[src/rtl/vdma_frame_buffer_scheduler.sv]
// Frame buffer ring scheduler for the VDMA write path and the downstream reader.
// Hands the writer one free buffer address per frame and gives the reader the
// newest completed frame, never letting the writer touch the buffer being read
// or the newest completed one. Unread frames that get superseded are counted.
module vdma_frame_buffer_scheduler #(
    parameter int NUM_BUFFERS = 3,
    parameter int IDX_W       = 3
) (
    input  logic        video_source_clk_i,
    input  logic        video_source_clk_rst_i,
    input  logic        enable_i,
    input  logic [31:0] base_addr_i,
    input  logic [31:0] frame_stride_i,
    input  logic        buff_addr_fifo_full_i,
    output logic        buff_addr_fifo_wr_o,
    output logic [31:0] buff_addr_fifo_data_o,
    input  logic        wr_frame_done_i,
    input  logic        rd_frame_req_i,
    output logic        rd_frame_ack_o,
    output logic        rd_frame_addr_valid_o,
    output logic [31:0] rd_frame_addr_o,
    output logic        rd_frame_repeat_o,
    output logic [15:0] frame_drop_cnt_o,
    output logic        busy_o
);

    // Table is sized to the full index range so every index value is in bounds.
    localparam int               TBL_DEPTH = 2 ** IDX_W;
    localparam logic [IDX_W-1:0] LAST_IDX  = IDX_W'(NUM_BUFFERS - 1);

    typedef enum logic [1:0] {
        S_IDLE,
        S_INIT,
        S_ISSUE,
        S_WAIT_DONE
    } state_t;

    state_t           r_state;
    state_t           w_state_nxt;

    logic             r_enable_d;
    logic             r_done_d;
    logic [31:0]      r_stride;
    logic [31:0]      r_acc;
    logic [IDX_W-1:0] r_init_cnt;
    logic [31:0]      r_addr [TBL_DEPTH];

    logic [IDX_W-1:0] r_wr_idx;
    logic [IDX_W-1:0] r_lat_idx;
    logic             r_lat_valid;
    logic [IDX_W-1:0] r_rd_idx;
    logic             r_rd_valid;

    logic             r_fifo_wr;
    logic [31:0]      r_fifo_data;
    logic             r_ack;
    logic             r_ack_valid;
    logic [31:0]      r_ack_addr;
    logic             r_ack_repeat;
    logic [15:0]      r_drop_cnt;
    logic [15:0]      w_drop_nxt;

    logic             w_en_rise;
    logic             w_done_rise;
    logic             w_enable_start;
    logic             w_init_last;
    logic             w_push;
    logic             w_complete;
    logic             w_lat_valid_eff;
    logic [IDX_W-1:0] w_lat_idx_eff;
    logic [IDX_W-1:0] w_sel_idx;
    logic             w_sel_found;

    assign w_en_rise      = enable_i & ~r_enable_d;
    assign w_done_rise    = wr_frame_done_i & ~r_done_d;
    assign w_enable_start = (r_state == S_IDLE) & w_en_rise;
    assign w_init_last    = (r_init_cnt == LAST_IDX);
    assign w_push         = (r_state == S_ISSUE) & enable_i & ~buff_addr_fifo_full_i;
    assign w_complete     = (r_state == S_WAIT_DONE) & w_done_rise;

    // A completion in this cycle is visible to a same-cycle reader request.
    assign w_lat_valid_eff = w_complete | r_lat_valid;
    assign w_lat_idx_eff   = w_complete ? r_wr_idx : r_lat_idx;

    // State register.
    always_ff @(posedge video_source_clk_i) begin
        if (video_source_clk_rst_i) begin
            r_state <= S_IDLE;
        end else begin
            r_state <= w_state_nxt;
        end
    end

    // Next-state logic.
    always_comb begin
        w_state_nxt = r_state;
        case (r_state)
            S_IDLE:      if (w_en_rise) w_state_nxt = S_INIT;
            S_INIT:      if (w_init_last) w_state_nxt = S_ISSUE;
            S_ISSUE: begin
                if (!enable_i) begin
                    w_state_nxt = S_IDLE;
                end else if (!buff_addr_fifo_full_i) begin
                    w_state_nxt = S_WAIT_DONE;
                end
            end
            S_WAIT_DONE: if (w_done_rise) w_state_nxt = enable_i ? S_ISSUE : S_IDLE;
            default:     w_state_nxt = S_IDLE;
        endcase
    end

    // Next write buffer: first index after wr_idx owned by neither reader nor latest.
    always_comb begin
        int cand;
        w_sel_idx   = r_wr_idx;
        w_sel_found = 1'b0;
        cand        = 0;
        for (int k = 1; k <= NUM_BUFFERS; k++) begin
            cand = int'(r_wr_idx) + k;
            if (cand >= NUM_BUFFERS) begin
                cand = cand - NUM_BUFFERS;
            end
            if (!w_sel_found &&
                !(r_rd_valid && (cand == int'(r_rd_idx))) &&
                !(r_lat_valid && (cand == int'(r_lat_idx)))) begin
                w_sel_idx   = IDX_W'(cand);
                w_sel_found = 1'b1;
            end
        end
    end

    // Edge detectors for enable and write-done.
    always_ff @(posedge video_source_clk_i) begin
        if (video_source_clk_rst_i) begin
            r_enable_d <= 1'b0;
            r_done_d   <= 1'b0;
        end else begin
            r_enable_d <= enable_i;
            r_done_d   <= wr_frame_done_i;
        end
    end

    // Configuration latch and address table fill, one entry per INIT cycle.
    always_ff @(posedge video_source_clk_i) begin
        if (video_source_clk_rst_i) begin
            r_stride   <= '0;
            r_acc      <= '0;
            r_init_cnt <= '0;
            for (int i = 0; i < TBL_DEPTH; i++) begin
                r_addr[i] <= '0;
            end
        end else if (w_enable_start) begin
            r_stride   <= frame_stride_i;
            r_acc      <= base_addr_i;
            r_init_cnt <= '0;
        end else if (r_state == S_INIT) begin
            r_addr[r_init_cnt] <= r_acc;
            r_acc              <= r_acc + r_stride;
            r_init_cnt         <= r_init_cnt + IDX_W'(1);
        end
    end

    // Write-address push toward the write controller FIFO.
    always_ff @(posedge video_source_clk_i) begin
        if (video_source_clk_rst_i) begin
            r_fifo_wr   <= 1'b0;
            r_fifo_data <= '0;
            r_wr_idx    <= LAST_IDX;
        end else begin
            r_fifo_wr <= w_push;
            if (w_push) begin
                r_fifo_data <= r_addr[w_sel_idx];
                r_wr_idx    <= w_sel_idx;
            end else if (w_enable_start) begin
                r_wr_idx <= LAST_IDX;
            end
        end
    end

    // Buffer ownership: latest completed frame and the frame held by the reader.
    always_ff @(posedge video_source_clk_i) begin
        if (video_source_clk_rst_i) begin
            r_lat_idx   <= '0;
            r_lat_valid <= 1'b0;
            r_rd_idx    <= '0;
            r_rd_valid  <= 1'b0;
        end else if (w_enable_start) begin
            r_lat_valid <= 1'b0;
            r_rd_valid  <= 1'b0;
        end else begin
            r_lat_idx   <= w_lat_idx_eff;
            r_lat_valid <= w_lat_valid_eff & ~rd_frame_req_i;
            if (rd_frame_req_i && w_lat_valid_eff) begin
                r_rd_idx   <= w_lat_idx_eff;
                r_rd_valid <= 1'b1;
            end
        end
    end

    // Reader acknowledge, one cycle after each request; fields cleared otherwise.
    always_ff @(posedge video_source_clk_i) begin
        if (video_source_clk_rst_i) begin
            r_ack        <= 1'b0;
            r_ack_valid  <= 1'b0;
            r_ack_addr   <= '0;
            r_ack_repeat <= 1'b0;
        end else begin
            r_ack        <= rd_frame_req_i;
            r_ack_valid  <= 1'b0;
            r_ack_addr   <= '0;
            r_ack_repeat <= 1'b0;
            if (rd_frame_req_i) begin
                if (w_lat_valid_eff) begin
                    r_ack_valid <= 1'b1;
                    r_ack_addr  <= r_addr[w_lat_idx_eff];
                end else if (r_rd_valid) begin
                    r_ack_valid  <= 1'b1;
                    r_ack_addr   <= r_addr[r_rd_idx];
                    r_ack_repeat <= 1'b1;
                end
            end
        end
    end

    // Drop counter next value: cleared on start, saturating increment on overwrite.
    always_comb begin
        w_drop_nxt = r_drop_cnt;
        if (w_enable_start) begin
            w_drop_nxt = '0;
        end else if (w_complete && r_lat_valid && (r_drop_cnt != 16'hFFFF)) begin
            w_drop_nxt = r_drop_cnt + 16'd1;
        end
    end

    // Drop counter register.
    always_ff @(posedge video_source_clk_i) begin
        if (video_source_clk_rst_i) begin
            r_drop_cnt <= '0;
        end else begin
            r_drop_cnt <= w_drop_nxt;
        end
    end

    assign buff_addr_fifo_wr_o   = r_fifo_wr;
    assign buff_addr_fifo_data_o = r_fifo_data;
    assign rd_frame_ack_o        = r_ack;
    assign rd_frame_addr_valid_o = r_ack_valid;
    assign rd_frame_addr_o       = r_ack_addr;
    assign rd_frame_repeat_o     = r_ack_repeat;
    assign frame_drop_cnt_o      = r_drop_cnt;
    assign busy_o                = (r_state != S_IDLE);

endmodule

[config.mk]
export PLATFORM = sky130hd
export DESIGN_NAME = vdma_frame_buffer_scheduler
export DESIGN_NICKNAME = d
export VERILOG_FILES = /design/src/rtl/vdma_frame_buffer_scheduler.sv
export SDC_FILE = /design/constraint.sdc
export NUM_CORES = 1
export LEC_CHECK = 0
export CORE_MARGIN = 2
export CORE_UTILIZATION = 62
export DETAILED_ROUTE_END_ITERATION = 12
export DONT_BUFFER_PORTS = 1
export PLACE_DENSITY = 0.78
export RECOVER_POWER = 50
export SLEW_MARGIN = 20
export SYNTH_ARGS = -nofsm -noshare
export SYNTH_HDL_FRONTEND = slang
export SYNTH_SLANG_ARGS = --single-unit
export TNS_END_PERCENT = 30
[constraint.sdc]
create_clock -name video_source_clk_i -period 5.5 [get_ports video_source_clk_i]
set_input_delay 1.1 -clock video_source_clk_i [delete_from_list [all_inputs] [get_ports video_source_clk_i]]
set_output_delay 1.1 -clock video_source_clk_i [all_outputs]
set_load 0.01 [all_outputs]
==> impl_results.rst, run 1 <==
.. list-table::
   :header-rows: 1

   * - Metric
     - Value
   * - Number of rows created at floorplan
     - 72
   * - First-pass GRT wire length
     - 115.4 mm
   * - Leading cell type in the layout, fill and taps excluded
     - nand2_1
   * - Pin slew with the least headroom to its limit
     - 3.115 ns
   * - Pin count of the biggest net entering global routing
     - 84
   * - Aggregate negative setup slack
     - 0 ns
   * - Antenna violations before repair
     - 1
   * - Count of fill cells added during filler insertion
     - 2968
   * - Share of final-layout standard cells stronger than drive strength 1
     - 0.1015
   * - Number of buffers between clock root and the deepest sink
     - 3
   * - Post-layout min period
     - ~5.3 ns
   * - Number of pins exceeding their max-slew limit in the final report
     - 475
   * - Via count of the first global-routing pass
     - 20404
   * - Routability cong.
     - 0.8947
   * - Internal power consumption
     - 5.715 mW
   * - Clock skew after layout
     - 0.01057 ns
   * - Remaining routing DRC violations
     - 0
   * - Synthesized netlist cell count
     - around 2500
   * - Routed wire length
     - 76.68 mm
   * - Number of buffer cells added on primary ports
     - 0
   * - Number of placed I/O pins
     - between 150 and 200
   * - Number of gates resized after cts
     - 0
   * - Non-Filler Cell Area, Final
     - 26440 um2
   * - Unrepaired setup endpoints after global routing
     - no
   * - Final ANT Viol Nets
     - 0
   * - Power density over the cells
     - about 290 nW/um2
   * - Flop and latch count out of synthesis
     - 425
   * - Die height
     - 202.2 um
   * - Part of the power in registers
     - 0.486
   * - Post-CTS setup buffers
     - 0
   * - Class of the tightest hold or removal check
     - register to register
   * - Post-layout net count
     - 2527
   * - Worst VDD drop
     - ~0.25 mV
   * - Buffer type at the clock tree root
     - clkbuf_16
   * - Post-synth EDFFs
     - 256
   * - Achievable Freq
     - between 150 and 200 MHz
   * - Endpoint arrival time on the critical path
     - 5.74 ns
   * - Total standard cell area after synthesis
     - 24350 um2
   * - CTS sink cnt
     - around 430
   * - Clock network power share
     - 0.442
   * - Data required time at the worst endpoint
     - 5.98 ns
   * - Number of H-tree levels
     - 2
   * - CTS tree
     - built
   * - Worst-path maximum fanout
     - 28
   * - Detailed Routing Iterations Pass 1
     - 8
   * - Vias
     - 20710
   * - Number of buffers inserted during clock tree synthesis
     - 47
   * - Distinct cell type count of the synthesized netlist
     - 78
   * - Via/cell ratio
     - between 6 and 7
   * - Fin. Hold Viols
     - 0
   * - Mean area per synthesized cell
     - 9.726 um2
   * - Clock transition at the registers of the reported paths
     - 0.06 ns
   * - Effective utilization at floorplan
     - 0.6287
   * - Sw Ratio
     - 0.2424
   * - Share of synthesized flip-flops with an asynchronous set or reset
     - 0
   * - Area growth from synthesis to layout
     - 8.575%
   * - Violations in the final reports
     - max-capacitance violations, max-slew violations
   * - Width of the chip
     - 202.2 um
   * - Share of the cycle needed by the critical path after routing
     - 0.9562
   * - Net switching power
     - between 1.5 and 2 mW
   * - DP Wirelength
     - between 40 and 50 mm
   * - Die area
     - 40880 um2
   * - Finish-stage setup viols
     - 0
   * - Number of violations of the max-capacitance limit
     - 13
   * - Placed cell area
     - 24880 um2
   * - GR Overflow Total
     - 0
   * - Part of the power in combinational logic
     - 0.072
   * - Synth warn
     - 0
   * - Proportion of synthesized chip area in sequential cells
     - 0.4546
   * - Leakage dissipation
     - ~9.6 nW
   * - Top_reg_cell synth
     - edfxtp_1
   * - WL/cell
     - 25.81 um
   * - Highest-count cells in the layout ignoring fill and taps
     - 434 x nand2_1, 256 x edfxtp_1, 166 x dfxtp_1
   * - Starting DRT DRC Count
     - around 2700
   * - Hold bufs inserted after CTS
     - 0
   * - Core Box Area
     - 38740 um2
   * - Result of the run
     - complete, but fails checks
   * - Fin util
     - 0.6826
   * - Antenna diode count
     - 0
   * - Setup crit end kind
     - register
   * - Critical Path Start Type
     - input port
   * - Net count after synthesis
     - 2616
   * - Worst skew pair latency
     - 0.59 ns
   * - GRT Resource Usage Total
     - 0.3691
   * - Class of the most critical setup path
     - input port to register
   * - Normalized max-slew margin
     - -1.077
## critical path, cell delays in order
cell and delay [ns]:
nor2b_1 0.26, nand3_1 0.52, a21oi_1 2.52, buf_4 0.52, and3_1 0.18, a311oi_1 0.05
a31oi_1 0.24, o22ai_1 0.10, and2_1 0.23
## per-layer routing
layer | GRT usage | part of all wire | vias to the layer above | routed length [um]
met4 | 0.1945 | 0.052 | 0 | 3950
met5 | 0 | 0 | - | 0
met1 | 0.4691 | 0.35 | 9781 | 27030
met3 | 0.08836 | 0.14 | 357 | 10650
li1 | - | - | 8948 | -
met2 | 0.5890 | 0.46 | 1624 | 35050
## power groups by stage
stage	Clock, mW	Sequential, mW	Combinational, mW
floorplan	0	3.64	0.410
global placement	0	3.71	0.509
detailed placement	0	3.72	0.530
CTS	3.33	3.65	0.534
global route	3.47	3.68	0.590
finish	3.33	3.67	0.543
## flip-flops by register name (all words and copies together), names as in the netlist, 2 cells and up, named ones only
| signal | flops |
|---|---|
| buff_addr_fifo_data_o | 32 |
| frame_drop_cnt_o | 16 |
| r_acc | 32 |
| r_addr | 256 |
| r_init_cnt | 3 |
| r_lat_idx | 3 |
| r_rd_idx | 3 |
| r_state | 2 |
| r_stride | 32 |
| r_wr_idx | 3 |
| rd_frame_addr_o | 32 |
## synth_stat cells (all sizes together), types with 53 or more instances
cell / count / area [um2]
nand2: 436 / 1639
and2: 261 / 1633
edfxtp: 256 / 7687
dfxtp: 169 / 3383
nand3: 153 / 765.7
clkbuf: 146 / 548.0
mux2i: 131 / 1311
a21oi: 105 / 525.5
nor2: 88 / 330.3
o21ai: 88 / 440.4
mux4: 65 / 1464
buf: 53 / 261.5
## logic make-up after synthesis
group                    Yosys count  synth area share
AND/OR/NAND/NOR                 1085            0.2175
AO/OA/AOI/OAI                    469            0.1298
buffers and inverters            223           0.03694
flip-flops                       425            0.4546
adder cells (fa/ha/maj)           42           0.02189
XOR/XNOR                          48           0.01788
multiplexers                     212            0.1214
## per-stage QoR
step	setup slack, ns	cells	power, mW	hold WS, ns
2_1_floorplan	1.063	2504	4.055	0.4406
3_3_place_gp	1.281	2884	4.219	0.4408
3_5_place_dp	1.056	2884	4.250	0.4490
4_1_cts	1.042	2971	7.521	0.4572
5_1_grt	0.3474	2971	7.734	0.4757
6_report	0.2408	2971	7.543	0.4554
## final timing paths
kind | slack (ns) | endpoint | start | cells after the start
setup / recovery | 0.24 | rd_frame_addr_o[14]$_SDFF_PP0_ | wr_frame_done_i | 9
hold / removal | 0.46 | r_stride[4]$_SDFFE_PP0P_ | r_stride[4]$_SDFFE_PP0P_ | 2
setup reg to reg | 0.48 | rd_frame_addr_o[14]$_SDFF_PP0_ | r_done_d$_SDFF_PP0_ | 9
hold reg to reg | 0.46 | r_stride[4]$_SDFFE_PP0P_ | r_stride[4]$_SDFFE_PP0P_ | 2
## area by class of cell
cell class / instances / area [um2] / area share
clock inverters: 28 / 321.6 / 0.01216
repair buffers: 61 / 475.5 / 0.01798
clock buffers: 59 / 1304 / 0.04931
multi-input cells: 1856 / 12530 / 0.4737
inverters: 24 / 90.09 / 0.003407
flip-flops and latches: 425 / 11080 / 0.4189
well taps: 518 / 648.1 / 0.02451
(Power assumes the default switching activity.)
==> run 2: changes to the inputs <==
- CORE_MARGIN: 2 -> not set
==> impl_results.rst, run 2 (same netlist as run 1, synthesis figures left out) <==
.. list-table::
   :header-rows: 1

   * - Metric
     - Value
   * - Data required time at the worst endpoint
     - 5.78 ns (was 5.98 ns)
   * - CTS tree
     - built (unchanged)
   * - WL/cell
     - 25.37 um (was 25.81 um)
   * - Fin. Hold Viols
     - 0 (unchanged)
   * - Remaining routing DRC violations
     - 0 (unchanged)
   * - Critical Path Start Type
     - register (was input port)
   * - Normalized max-slew margin
     - -1.096 (was -1.077)
   * - Via count of the first global-routing pass
     - 20187 (was 20404)
   * - GRT Resource Usage Total
     - 0.3714 (was 0.3691)
   * - Leading cell type in the layout, fill and taps excluded
     - nand2_1 (unchanged)
   * - Leakage dissipation
     - 9.529 nW (was 9.574 nW)
   * - Number of pins exceeding their max-slew limit in the final report
     - 407 (was 475)
   * - # placed instances
     - 2877 (was 2884)
   * - Post-layout total power
     - 7.390 mW (was 7.543 mW)
   * - Pin slew with the least headroom to its limit
     - 3.143 ns (was 3.115 ns)
   * - Effective utilization at floorplan
     - 0.6287 (unchanged)
   * - Share of final-layout standard cells stronger than drive strength 1
     - 0.09280 (was 0.1015)
   * - Violations in the final reports
     - max-capacitance violations, max-slew violations (unchanged)
   * - Via/cell ratio
     - 6.914 (was 6.971)
   * - Aggregate negative setup slack
     - 0 ns (unchanged)
   * - Die height
     - 200.2 um (was 202.2 um)
   * - Post-layout net count
     - 2521 (was 2527)
   * - Width of the chip
     - 200.2 um (was 202.2 um)
   * - Unrepaired setup endpoints after global routing
     - no (unchanged)
   * - Number of gates resized after cts
     - 0 (unchanged)
   * - Highest-count cells in the layout ignoring fill and taps
     - 434 x nand2_1, 256 x edfxtp_1, 185 x and2_1 (was 434 x nand2_1, 256 x edfxtp_1, 166 x dfxtp_1)
   * - Endpoint arrival time on the critical path
     - 5.30 ns (was 5.74 ns)
   * - Number of rows created at floorplan
     - 72 (unchanged)
   * - Post-CTS setup buffers
     - 0 (unchanged)
   * - Fin util
     - 0.6781 (was 0.6826)
   * - Buffer type at the clock tree root
     - clkbuf_16 (unchanged)
   * - Non-Filler Instances
     - 2964 (was 2971)
   * - Vias
     - 20492 (was 20710)
   * - Power density over the cells
     - 281.3 nW/um2 (was 285.3 nW/um2)
   * - Max FFs per register
     - 256 (unchanged)
   * - Number of H-tree levels
     - 2 (unchanged)
   * - Pin count of the biggest net entering global routing
     - 98 (was 84)
   * - Starting DRT DRC Count
     - 2427 (was 2662)
   * - Routed wire length
     - 75.18 mm (was 76.68 mm)
   * - Number of violations of the max-capacitance limit
     - 12 (was 13)
   * - Result of the run
     - complete, but fails checks (unchanged)
   * - Post-layout min period
     - 5.023 ns (was 5.259 ns)
   * - Share of the cycle needed by the critical path after routing
     - 0.9132 (was 0.9562)
   * - Worst VDD drop
     - 0.2550 mV (was 0.2498 mV)
   * - Number of buffers between clock root and the deepest sink
     - 3 (unchanged)
   * - Achievable Freq
     - 199.1 MHz (was 190.1 MHz)
   * - First-pass GRT wire length
     - 114.4 mm (was 115.4 mm)
   * - Area growth from synthesis to layout
     - 7.866% (was 8.575%)
   * - Antenna violations before repair
     - 3 (was 1)
   * - Worst-path maximum fanout
     - 39 (was 28)
   * - Class of the tightest hold or removal check
     - register to register (unchanged)
   * - Core Box Area
     - 38740 um2 (unchanged)
   * - Routability cong.
     - 0.9133 (was 0.8947)
   * - Count of fill cells added during filler insertion
     - 2955 (was 2968)
   * - Detailed Routing Iterations Pass 1
     - 6 (was 8)
   * - Reg with most FFs
     - r_addr (unchanged)
   * - CTS sink cnt
     - 425 (unchanged)
   * - Final ANT Viol Nets
     - 0 (unchanged)
   * - GR Overflow Total
     - 0 (unchanged)
   * - Class of the most critical setup path
     - register to register (was input port to register)
   * - Hold bufs inserted after CTS
     - 0 (unchanged)
   * - DP Wirelength
     - 45.37 mm (was 46.46 mm)
   * - Worst skew pair latency
     - 0.60 ns (was 0.59 ns)
   * - Number of buffer cells added on primary ports
     - 0 (unchanged)
   * - Clock skew after layout
     - 0.02937 ns (was 0.01057 ns)
   * - Number of buffers inserted during clock tree synthesis
     - 47 (unchanged)
   * - Number of placed I/O pins
     - 155 (unchanged)
   * - Setup crit end kind
     - register (unchanged)
   * - Clock transition at the registers of the reported paths
     - 0.06 ns (about the same)
   * - Finish-stage setup viols
     - 0 (unchanged)
   * - Antenna diode count
     - 0 (unchanged)
   * - Die area
     - 40080 um2 (was 40880 um2)
## run 2: stage by stage
step / cell area (um2) / worst slack (ns) / hold WS, ns
2_1_floorplan: 24350 / 1.063 / 0.4406
3_3_place_gp: 24800 / 1.084 / 0.4442
3_5_place_dp: 24800 / 0.9912 / 0.4473
4_1_cts: 26340 / 0.9926 / 0.4562
5_1_grt: 26270 / 0.3593 / 0.4716
6_report: 26270 / 0.4774 / 0.4534
## run 2: path summary, 6_finish.rpt
kind                            startpoint                           to  slack, ns  cells after the start
setup / recovery   r_state[0]$_SDFFE_PP0P_  r_addr[3][30]$_SDFFCE_PN0P_       0.48                      6
hold / removal    r_stride[0]$_SDFFE_PP0P_     r_stride[0]$_SDFFE_PP0P_       0.45                      2
setup reg to reg   r_state[0]$_SDFFE_PP0P_  r_addr[3][30]$_SDFFCE_PN0P_       0.48                      6
hold reg to reg   r_stride[0]$_SDFFE_PP0P_     r_stride[0]$_SDFFE_PP0P_       0.45                      2
## run 2: layout make-up
| cell class | instances | area (um2) | area share |
|---|---|---|---|
| Multi-Input combinational cell | 1856 | 12500 | 0.4758 |
| Sequential cell | 425 | 11080 | 0.4217 |
| Inverter | 24 | 90.09 | 0.003429 |
| Tap cell | 518 | 648.1 | 0.02467 |
| Timing Repair Buffer | 55 | 421.7 | 0.01605 |
| Clock buffer | 68 | 1316 | 0.05011 |
| Clock inverter | 18 | 217.7 | 0.008288 |
## run 2: routing by layer
layer | vias up | part of all wire | track usage
met5 | - | 0 | 0
met4 | 0 | 0.051 | 0.1970
met3 | 334 | 0.13 | 0.09307
met2 | 1582 | 0.45 | 0.5844
met1 | 9649 | 0.36 | 0.4736
li1 | 8927 | - | -
## run 2: critical path, stage by stage (launching register included)
cell	delay, ns
dfxtp_1	0.48
nand2b_1	0.08
clkbuf_1	0.69
nor3_1	0.40
clkbuf_1	1.73
or2_2	0.92
buf_4	0.39
## run 2: power by group
group,switching [mW],internal (mW)
sequential,0.170,3.50
combinational,0.325,0.213
clock,1.29,1.89
